`config.mk`:
```
export PLATFORM = sky130hd
export DESIGN_NAME = uparc_alu_mc
export DESIGN_NICKNAME = d
export VERILOG_FILES = /design/src/rtl/uparc_alu_mc_pkg.sv /design/src/rtl/uparc_mdu_iter.sv /design/src/rtl/uparc_alu_mc.sv
export SDC_FILE = /design/constraint.sdc
export NUM_CORES = 2
export LEC_CHECK = 0
export ABC_AREA = 1
export CAP_MARGIN = 10
export CORE_ASPECT_RATIO = 1.25
export CORE_MARGIN = 1
export CORE_UTILIZATION = 54
export CTS_CLUSTER_DIAMETER = 200
export DETAILED_ROUTE_END_ITERATION = 16
export MAX_ROUTING_LAYER = met4
export PLACE_DENSITY = 0.72
export REMOVE_ABC_BUFFERS = 1
export SLEW_MARGIN = 5
export SYNTH_ARGS = -nofsm -noshare
export SYNTH_HDL_FRONTEND = slang
export SYNTH_HIERARCHICAL = 1
export SYNTH_SLANG_ARGS = --single-unit
```
`constraint.sdc`:
```
create_clock -name clk -period 2.85 [get_ports clk]
set_input_delay 0.285 -clock clk [delete_from_list [all_inputs] [get_ports clk]]
set_output_delay 0.285 -clock clk [all_outputs]
set_load 0.005 [all_outputs]
```
`src/rtl/uparc_alu_mc_pkg.sv`:
```
// Shared opcode encodings and decode helpers for the uparc multi-cycle ALU.
// Opcode values keep the uparc_cpu_const.vh ordering, extended with the MDU ops.
package uparc_alu_mc_pkg;

   localparam int unsigned UPARC_ALUOP_WIDTH = 5;

   typedef logic [UPARC_ALUOP_WIDTH-1:0] aluop_t;

   localparam aluop_t UPARC_ALUOP_ADD   = 5'd0;
   localparam aluop_t UPARC_ALUOP_SUB   = 5'd1;
   localparam aluop_t UPARC_ALUOP_SLL   = 5'd2;
   localparam aluop_t UPARC_ALUOP_SRL   = 5'd3;
   localparam aluop_t UPARC_ALUOP_SRA   = 5'd4;
   localparam aluop_t UPARC_ALUOP_AND   = 5'd5;
   localparam aluop_t UPARC_ALUOP_OR    = 5'd6;
   localparam aluop_t UPARC_ALUOP_XOR   = 5'd7;
   localparam aluop_t UPARC_ALUOP_NOR   = 5'd8;
   localparam aluop_t UPARC_ALUOP_SLT   = 5'd9;
   localparam aluop_t UPARC_ALUOP_SLTU  = 5'd10;
   localparam aluop_t UPARC_ALUOP_MULT  = 5'd11;
   localparam aluop_t UPARC_ALUOP_MULTU = 5'd12;
   localparam aluop_t UPARC_ALUOP_DIV   = 5'd13;
   localparam aluop_t UPARC_ALUOP_DIVU  = 5'd14;
   localparam aluop_t UPARC_ALUOP_MFHI  = 5'd15;
   localparam aluop_t UPARC_ALUOP_MFLO  = 5'd16;

   typedef enum logic [1:0] {
      ITER_NONE = 2'd0,
      ITER_MUL  = 2'd1,
      ITER_DIV  = 2'd2
   } iter_kind_e;

   function automatic iter_kind_e iter_kind(input aluop_t op);
      case (op)
         UPARC_ALUOP_MULT, UPARC_ALUOP_MULTU: return ITER_MUL;
         UPARC_ALUOP_DIV,  UPARC_ALUOP_DIVU:  return ITER_DIV;
         default:                             return ITER_NONE;
      endcase
   endfunction

   function automatic logic op_signed(input aluop_t op);
      return (op == UPARC_ALUOP_MULT) || (op == UPARC_ALUOP_DIV);
   endfunction

endpackage

```
`src/rtl/uparc_mdu_iter.sv`:
```
// Iterative multiply/divide datapath: one product or quotient bit per clock,
// operating on magnitudes with the sign correction applied on the way out.
module uparc_mdu_iter
   import uparc_alu_mc_pkg::*;
#(
   parameter int unsigned WIDTH = 32
)(
   input  logic             clk,
   input  logic             nrst,
   input  logic             i_kill,
   input  logic             i_start,
   input  logic             i_div,
   input  logic             i_signed,
   input  logic             i_step,
   input  logic [WIDTH-1:0] i_a,
   input  logic [WIDTH-1:0] i_b,
   output logic             o_last,
   output logic [WIDTH-1:0] o_hi,
   output logic [WIDTH-1:0] o_lo
);

   localparam int unsigned CNT_W = $clog2(WIDTH) + 1;

   // Upper half: partial product / remainder; lower half: multiplier / quotient.
   logic [2*WIDTH-1:0] r_acc;
   logic [WIDTH-1:0]   r_opnd;
   logic [WIDTH-1:0]   r_a_raw;
   logic [CNT_W-1:0]   r_cnt;
   logic               r_div;
   logic               r_neg_lo;
   logic               r_neg_hi;
   logic               r_dz;

   logic [WIDTH-1:0]   w_a_mag;
   logic [WIDTH-1:0]   w_b_mag;
   logic [WIDTH:0]     w_mul_sum;
   logic [2*WIDTH-1:0] w_mul_next;
   logic [WIDTH:0]     w_div_shift;
   logic [WIDTH:0]     w_div_diff;
   logic [2*WIDTH-1:0] w_div_next;
   logic [2*WIDTH-1:0] w_prod_neg;
   logic [WIDTH-1:0]   w_quo_neg;
   logic [WIDTH-1:0]   w_rem_neg;

   assign w_a_mag = (i_signed && i_a[WIDTH-1]) ? -i_a : i_a;
   assign w_b_mag = (i_signed && i_b[WIDTH-1]) ? -i_b : i_b;

   assign w_mul_sum  = {1'b0, r_acc[2*WIDTH-1:WIDTH]} + (r_acc[0] ? {1'b0, r_opnd} : '0);
   assign w_mul_next = {w_mul_sum, r_acc[WIDTH-1:1]};

   // A borrow out of the trial subtraction means restore the shifted remainder.
   assign w_div_shift = r_acc[2*WIDTH-1:WIDTH-1];
   assign w_div_diff  = w_div_shift - {1'b0, r_opnd};
   assign w_div_next  = w_div_diff[WIDTH]
                      ? {w_div_shift[WIDTH-1:0], r_acc[WIDTH-2:0], 1'b0}
                      : {w_div_diff[WIDTH-1:0],  r_acc[WIDTH-2:0], 1'b1};

   assign w_prod_neg = -r_acc;
   assign w_quo_neg  = -r_acc[WIDTH-1:0];
   assign w_rem_neg  = -r_acc[2*WIDTH-1:WIDTH];

   assign o_last = (r_cnt == CNT_W'(1));

   always_comb begin
      o_hi = r_acc[2*WIDTH-1:WIDTH];
      o_lo = r_acc[WIDTH-1:0];
      if (r_dz) begin
         o_hi = r_a_raw;
         o_lo = '1;
      end else if (r_div) begin
         if (r_neg_lo) o_lo = w_quo_neg;
         if (r_neg_hi) o_hi = w_rem_neg;
      end else if (r_neg_lo) begin
         o_hi = w_prod_neg[2*WIDTH-1:WIDTH];
         o_lo = w_prod_neg[WIDTH-1:0];
      end
   end

   always_ff @(posedge clk) begin
      if (!nrst) begin
         r_acc    <= '0;
         r_opnd   <= '0;
         r_a_raw  <= '0;
         r_cnt    <= '0;
         r_div    <= 1'b0;
         r_neg_lo <= 1'b0;
         r_neg_hi <= 1'b0;
         r_dz     <= 1'b0;
      end else if (i_kill) begin
         r_cnt <= '0;
      end else if (i_start) begin
         r_acc    <= i_div ? {{WIDTH{1'b0}}, w_a_mag} : {{WIDTH{1'b0}}, w_b_mag};
         r_opnd   <= i_div ? w_b_mag : w_a_mag;
         r_a_raw  <= i_a;
         r_cnt    <= CNT_W'(WIDTH);
         r_div    <= i_div;
         r_neg_lo <= i_signed && (i_a[WIDTH-1] ^ i_b[WIDTH-1]);
         r_neg_hi <= i_signed && i_div && i_a[WIDTH-1];
         r_dz     <= i_div && (i_b == '0);
      end else if (i_step) begin
         r_acc <= r_div ? w_div_next : w_mul_next;
         r_cnt <= r_cnt - CNT_W'(1);
      end
   end

endmodule

```
`src/rtl/uparc_alu_mc.sv`:
```
// uparc execute-stage ALU: registered single-cycle ops plus an iterative
// MULT/DIV unit writing HI/LO, with valid/ready issue and kill flush.
module uparc_alu_mc
   import uparc_alu_mc_pkg::*;
#(
   parameter int unsigned WIDTH   = 32,
   parameter int unsigned SHAMT_W = $clog2(WIDTH)
)(
   input  logic                         clk,
   input  logic                         nrst,
   input  logic                         i_valid,
   input  logic [UPARC_ALUOP_WIDTH-1:0] i_op,
   input  logic [WIDTH-1:0]             i_a,
   input  logic [WIDTH-1:0]             i_b,
   input  logic                         i_kill,
   output logic                         o_ready,
   output logic                         o_valid,
   output logic [WIDTH-1:0]             o_result,
   output logic                         o_ovflow
);

   localparam logic [1:0] ST_IDLE = 2'd0;
   localparam logic [1:0] ST_MUL  = 2'd1;
   localparam logic [1:0] ST_DIV  = 2'd2;
   localparam logic [1:0] ST_SIGN = 2'd3;

   logic [1:0]       r_state;
   logic             r_valid;
   logic [WIDTH-1:0] r_result;
   logic             r_ovflow;
   logic [WIDTH-1:0] r_hi;
   logic [WIDTH-1:0] r_lo;

   logic             w_accept;
   logic             w_start;
   logic             w_step;
   logic             w_last;
   iter_kind_e       w_kind;
   logic [WIDTH-1:0] w_sum;
   logic [WIDTH-1:0] w_diff;
   logic             w_sum_ov;
   logic             w_diff_ov;
   logic [WIDTH-1:0] w_alu;
   logic             w_alu_ov;
   logic [WIDTH-1:0] w_fix_hi;
   logic [WIDTH-1:0] w_fix_lo;

   assign o_ready  = (r_state == ST_IDLE) && nrst;
   assign o_valid  = r_valid;
   assign o_result = r_result;
   assign o_ovflow = r_ovflow;

   assign w_accept = i_valid && o_ready && !i_kill;
   assign w_kind   = iter_kind(i_op);
   assign w_start  = w_accept && (w_kind != ITER_NONE);
   assign w_step   = ((r_state == ST_MUL) || (r_state == ST_DIV)) && !i_kill;

   assign w_sum     = i_a + i_b;
   assign w_diff    = i_a + ~i_b + WIDTH'(1);
   assign w_sum_ov  = (i_a[WIDTH-1] == i_b[WIDTH-1])  && (w_sum[WIDTH-1]  != i_a[WIDTH-1]);
   assign w_diff_ov = (i_a[WIDTH-1] == ~i_b[WIDTH-1]) && (w_diff[WIDTH-1] != i_a[WIDTH-1]);

   always_comb begin
      w_alu    = '0;
      w_alu_ov = 1'b0;
      case (i_op)
         UPARC_ALUOP_ADD:  begin w_alu = w_sum;  w_alu_ov = w_sum_ov;  end
         UPARC_ALUOP_SUB:  begin w_alu = w_diff; w_alu_ov = w_diff_ov; end
         UPARC_ALUOP_SLL:  w_alu = i_a << i_b[SHAMT_W-1:0];
         UPARC_ALUOP_SRL:  w_alu = i_a >> i_b[SHAMT_W-1:0];
         UPARC_ALUOP_SRA:  w_alu = $unsigned($signed(i_a) >>> i_b[SHAMT_W-1:0]);
         UPARC_ALUOP_AND:  w_alu = i_a & i_b;
         UPARC_ALUOP_OR:   w_alu = i_a | i_b;
         UPARC_ALUOP_XOR:  w_alu = i_a ^ i_b;
         UPARC_ALUOP_NOR:  w_alu = ~(i_a | i_b);
         UPARC_ALUOP_SLT:  w_alu = {{(WIDTH-1){1'b0}}, ($signed(i_a) < $signed(i_b))};
         UPARC_ALUOP_SLTU: w_alu = {{(WIDTH-1){1'b0}}, (i_a < i_b)};
         UPARC_ALUOP_MFHI: w_alu = r_hi;
         UPARC_ALUOP_MFLO: w_alu = r_lo;
         default:          w_alu = '0;
      endcase
   end

   uparc_mdu_iter #(
      .WIDTH (WIDTH)
   ) u_mdu (
      .clk      (clk),
      .nrst     (nrst),
      .i_kill   (i_kill),
      .i_start  (w_start),
      .i_div    (w_kind == ITER_DIV),
      .i_signed (op_signed(i_op)),
      .i_step   (w_step),
      .i_a      (i_a),
      .i_b      (i_b),
      .o_last   (w_last),
      .o_hi     (w_fix_hi),
      .o_lo     (w_fix_lo)
   );

   always_ff @(posedge clk) begin
      if (!nrst) begin
         r_state  <= ST_IDLE;
         r_valid  <= 1'b0;
         r_result <= '0;
         r_ovflow <= 1'b0;
         r_hi     <= '0;
         r_lo     <= '0;
      end else if (i_kill) begin
         r_state  <= ST_IDLE;
         r_valid  <= 1'b0;
         r_ovflow <= 1'b0;
      end else begin
         r_valid  <= 1'b0;
         r_ovflow <= 1'b0;
         case (r_state)
            ST_IDLE: begin
               if (w_accept) begin
                  case (w_kind)
                     ITER_MUL: r_state <= ST_MUL;
                     ITER_DIV: r_state <= ST_DIV;
                     default: begin
                        r_valid  <= 1'b1;
                        r_result <= w_alu;
                        r_ovflow <= w_alu_ov;
                     end
                  endcase
               end
            end
            ST_MUL, ST_DIV: begin
               if (w_last) r_state <= ST_SIGN;
            end
            ST_SIGN: begin
               r_hi     <= w_fix_hi;
               r_lo     <= w_fix_lo;
               r_result <= w_fix_lo;
               r_valid  <= 1'b1;
               r_state  <= ST_IDLE;
            end
            default: r_state <= ST_IDLE;
         endcase
      end
   end

endmodule

```
==> flow_summary.yaml, run 1 <==
status:
  outcome: "did not finish"
  stop_stage: "global routing"
  error_line: "[ERROR GRT-0116] Global routing finished with congestion. Check the congestion regions in the DRC Viewer."
synth:
  synth-edff-count: 0
  synth-main-ff-cell: "dfxtp_1"
  ys_ff_latch: 238
  postSynthAreaPerCell_um2: 5.37
  netlist_top_cells_count: "nand2_1 (1792), inv_1 (764), nand3_1 (656)"
  yosysTopAreaCell: "nand2_1"
  synth_seq_area_share: 0.152
  synth_cell_types: 62
  synth_area_um2: 31400
  yosysMostFrequentCell: "nand2_1"
  yosys-top-cells-area: "nand2_1 (21%), dfxtp_1 (15%), nand3_1 (10%), inv_1 (9.1%), ha_1 (6.9%)"
  synthArstFlopShare: 0
  syn_inst: 5839
  ys.warnings.count: 6
  netlist.area_leader.share: 0.214
clocking:
  cts_buffers: 28
  htree_levels: 1
  post_cts_buffers: 0
  cts_buffer_depth: 3
  root_buffer: "clkbuf_16"
  cts.sinks: 238
place:
  placed_area_um2: 38100
  numPortBuffers: 107
  gp_congestion: 1.21
  dp_hpwl_um: 141000
floorplan:
  io_pins: 108
  rows: 98
  initial_core_util: 0.548
  die_x_um: 218
  fp.dieH_um: 271
global_route:
  grt-ovfl-total: 58
  grt_pass1_wl_um: 287000
  grt_max_degree: 160
  track_usage: 0.672
  grt_pass1_vias: 43700
==> routing by layer <==
layer  overflow  GRT usage
met3          0      0.359
met5          -          -
met4         28      0.722
met1          0      0.657
met2         30      0.902
==> what timing repair did <==
| item | 4_1_cts |
|---|---|
| setup endpoints to repair | 16 |
| gates resized for setup | 5 |
| pin swaps | 0 |
| hold buffers | 0 |
| gates cloned | 0 |
==> through the flow <==
| step | setup TNS [ps] | utilization | cells | setup WS [ps] |
|---|---|---|---|---|
| after floorplan | -556410 | - | 5587 | -4360 |
| after global placement | -26340 | 0.665 | 7190 | -508 |
| after CTS | 0 | 0.683 | 7241 | 14.1 |
| after detailed placement | -36350 | 0.665 | 7190 | -511 |
==> kinds of logic after synthesis <==
family / after synthesis / share of synthesized area
AO/OA/AOI/OAI: 1034 / 0.179
AND/OR/NAND/NOR: 3258 / 0.439
adder cells (fa/ha/maj): 176 / 0.0712
flip-flops: 238 / 0.152
XOR/XNOR: 93 / 0.0260
buffers and inverters: 1035 / 0.132
multiplexers: 5 / 0.00160
==> run 2, diff against run 1 <==
--- a/config.mk
+++ b/config.mk
@@ -7,13 +7,10 @@
 export LEC_CHECK = 0
 export ABC_AREA = 1
 export CAP_MARGIN = 10
-export CORE_ASPECT_RATIO = 1.25
 export CORE_MARGIN = 1
-export CORE_UTILIZATION = 54
-export CTS_CLUSTER_DIAMETER = 200
+export CORE_UTILIZATION = 39
 export DETAILED_ROUTE_END_ITERATION = 16
-export MAX_ROUTING_LAYER = met4
-export PLACE_DENSITY = 0.72
+export PLACE_DENSITY_LB_ADDON = 0.15
 export REMOVE_ABC_BUFFERS = 1
 export SLEW_MARGIN = 5
 export SYNTH_ARGS = -nofsm -noshare
==> flow_summary.yaml, run 2 <==
job:
  cap_violations: 0
layout:
  largest-register: "u_mdu/r_acc"
  layout_commonest_cell: "nand2_1"
  layout_common_cells: "nand2_1 (1776), buf_4 (872), inv_1 (756), nand3_1 (648), nor2_1 (526)"
  final_layout_size_suffix_gt1_frac: 0.173
  area_growth_pct: 32.8
  layout.nets: 6901
  fillers: 8542
  final_area_um2: 41700
  largest_reg_flops: 64
power:
  power_leakage_uw: 0.0219
  internal_power_uw: 7860
  ir_drop_mv: 0.415
  switchingPower_uw: 4600
  power.clock.fraction: 0.382
  seqPwrFrac: 0.272
  powerDensity_nw_per_um2: 299
  combinationalPowerShare: 0.345
  switching_share: 0.369
synth:
  synth_seq_area_share: 0.152
  yosysTopAreaCell: "nand2_1"
  synth_cell_types: 62
  synthArstFlopShare: 0
  ys_ff_latch: 238
  syn_inst: 5839
  netlist_top_cells_count: "nand2_1 (1792), inv_1 (764), nand3_1 (656)"
  synth_area_um2: 31400
  yosysMostFrequentCell: "nand2_1"
  synth-main-ff-cell: "dfxtp_1"
  postSynthAreaPerCell_um2: 5.37
  ys.warnings.count: 6
  yosys-top-cells-area: "nand2_1 (21%), dfxtp_1 (15%), nand3_1 (10%), inv_1 (9.1%), ha_1 (6.9%)"
  netlist.area_leader.share: 0.214
  synth-edff-count: 0
drt:
  met2_length_um: 68900
  dr_wl_met3_um: 28800
  drt_iter0_drc: 7034
  routed_wl_um: 188000
  wl_per_cell_um: 24.4
  vias_per_cell: 5.69
  wl_met1_um: 84000
  top_layer_used: "met5"
  first_pass_iters: 7
  remaining_drc_errors: 0
  vias: 44000
  drtAntennaViolNets: 0
worst_setup_path:
  end_kind: "register"
  crit_path_cell_trace: "inv_1 > ha_1 > buf_4 > nand2_1 > nand2_1 > nand2_1 > nand2_1 > a21oi_1 > nand2_4 > nand2_4 > nand2_4 > nand2_4 > nand2_8 > buf_4 > buf_4 > nand2_1 > nand3_1 > nand3_1 > a21oi_1"
  max_stage_delay_ps: 410
  worst_path_dominant_cell_family: "simple AND/OR/NAND/NOR gates"
  worstSetupStartpoint: "u_mdu/r_opnd[9]$_SDFFE_PN0P_"
  startpoint_type: "register"
  worst_path_most_repeated_cell: "nand2_1"
  cp_slowest_cell: "dfxtp_1"
  cp_max_fo: 8
  required_ps: 3260
  critPathBufInv: 4
  path_class: "reg -> reg"
  critical_path_arrival_ps: 3230
  r2r_start: "u_mdu/r_opnd[9]$_SDFFE_PN0P_"
place:
  numPortBuffers: 107
  placed_area_um2: 40100
  gp_congestion: 1.14
  place_ws_ps: -400
  dp_hpwl_um: 157000
hold_path:
  hp-start: "nrst"
  hold_class: "in -> reg"
clocking:
  cts_buffer_depth: 3
  cts_buffers: 34
  clock_latency_ps: 580
  clkTransAtPathRegs_ps: 70
  htree_levels: 2
  cts_hold_buf: 0
  cts.sinks: 238
  root_buffer: "clkbuf_16"
  cts_tree: "yes"
global_route:
  antenna_found_initial: 5
  grt-ovfl-total: 0
  grt_pass1_vias: 38100
  grt_pass1_wl_um: 263000
  grt_max_degree: 69
  track_usage: 0.440
timing:
  slew_viol_final: 0
  report.final.hold_viol_count: 0
  fmax_mhz: 354
  worst_slack_ps: 28.8
  tightest_slew_ps: 1190
  finalSetupViolCount: 0
  period_share: 0.990
  skew_ps: 35.8
  period_minus_slack_ps: 2820
  slew_headroom: 0.199
  tns_ps: 0
status:
  outcome: "finished, final reports clean"
floorplan:
  coreArea_um2: 79300
  fp.dieH_um: 286
  die_x_um: 286
  initial_core_util: 0.396
  dieArea_um2: 81600
  io_pins: 108
  rows: 103
-- run 2: cell counts after synthesis --
No cell type changed its count.
-- run 2: per-layer routing --
layer / GRT usage / up-vias
li1: - / 20500
met1: 0.662 / 20200
met2: 0.569 / 2898
met3: 0.155 / 308
met4: 0.128 / 10
met5: 0 / -
-- run 2: timing repair --
| action | CTS | global route |
|---|---|---|
| gates cloned | 0 | 2 |
| setup buffers | 0 | 2 |
| endpoints found under the setup margin | 27 | 50 |
| gates resized for setup | 6 | 100 |
| pin swaps | 0 | 14 |
-- run 2: power by group through the flow --
stage | Combinational, uW | Sequential (uW) | Clock, uW
after detailed placement | 4050 | 3460 | 0
after CTS | 4080 | 3390 | 4790
after floorplan | 1780 | 3450 | 0
after global routing | 4520 | 3390 | 4910
final | 4300 | 3390 | 4760
after global placement | 4060 | 3460 | 0
-- run 2: area by class of cell --
| class | instances | area [um2] | share of cell area |
|---|---|---|---|
| Timing Repair Buffer | 1028 | 8590 | 0.206 |
| Tap cell | 1050 | 1310 | 0.0315 |
| Antenna cell | 2 | 5.00 | 0.000120 |
| Sequential cell | 238 | 4780 | 0.115 |
| Inverter | 783 | 2940 | 0.0706 |
| Multi-Input combinational cell | 4567 | 22800 | 0.548 |
| Clock inverter | 17 | 263 | 0.00631 |
| Clock buffer | 41 | 928 | 0.0223 |
-- run 2: cells by family after synthesis --
| group | Yosys count | share of synthesized area |
|---|---|---|
| buffers and inverters | 1035 | 0.132 |
| flip-flops | 238 | 0.152 |
| AND/OR/NAND/NOR | 3258 | 0.439 |
| XOR/XNOR | 93 | 0.0260 |
| adder cells (fa/ha/maj) | 176 | 0.0712 |
| multiplexers | 5 | 0.00160 |
| AO/OA/AOI/OAI | 1034 | 0.179 |
-- run 2: worst reg2reg max path: stages, from the launching register on --
cell     delay [ps]
dfxtp_1         410
inv_1            70
ha_1            320
buf_4           170
nand2_1          60
nand2_1         120
nand2_1          90
nand2_1         120
a21oi_1         260
nand2_4         100
nand2_4         100
nand2_4          70
nand2_4         120
nand2_8         130
buf_4           170
buf_4           120
nand2_1          70
nand3_1          70
nand3_1          80
a21oi_1          60
-- run 2: metrics by stage --
stage	cells	hold slack (ps)	util	total power [uW]
floorplan	5587	383	-	5240
global placement	7662	435	0.505	7520
detailed placement	7662	439	0.505	7520
CTS	7720	382	0.521	12300
global route	7724	420	0.526	12800
finish	7726	399	0.526	12500
-- run 2: worst paths after layout --
path                                        end  slack (ps)  cells after the start
hold / removal              o_ovflow$_SDFF_PP0_         400                      6
hold reg to reg   u_mdu/r_a_raw[0]$_SDFFE_PN0P_         450                      2
setup / recovery   u_mdu/r_acc[61]$_SDFFE_PN0P_          30                     19
setup reg to reg   u_mdu/r_acc[61]$_SDFFE_PN0P_          30                     19
Note: power is estimated with default switching activity, not from simulation.
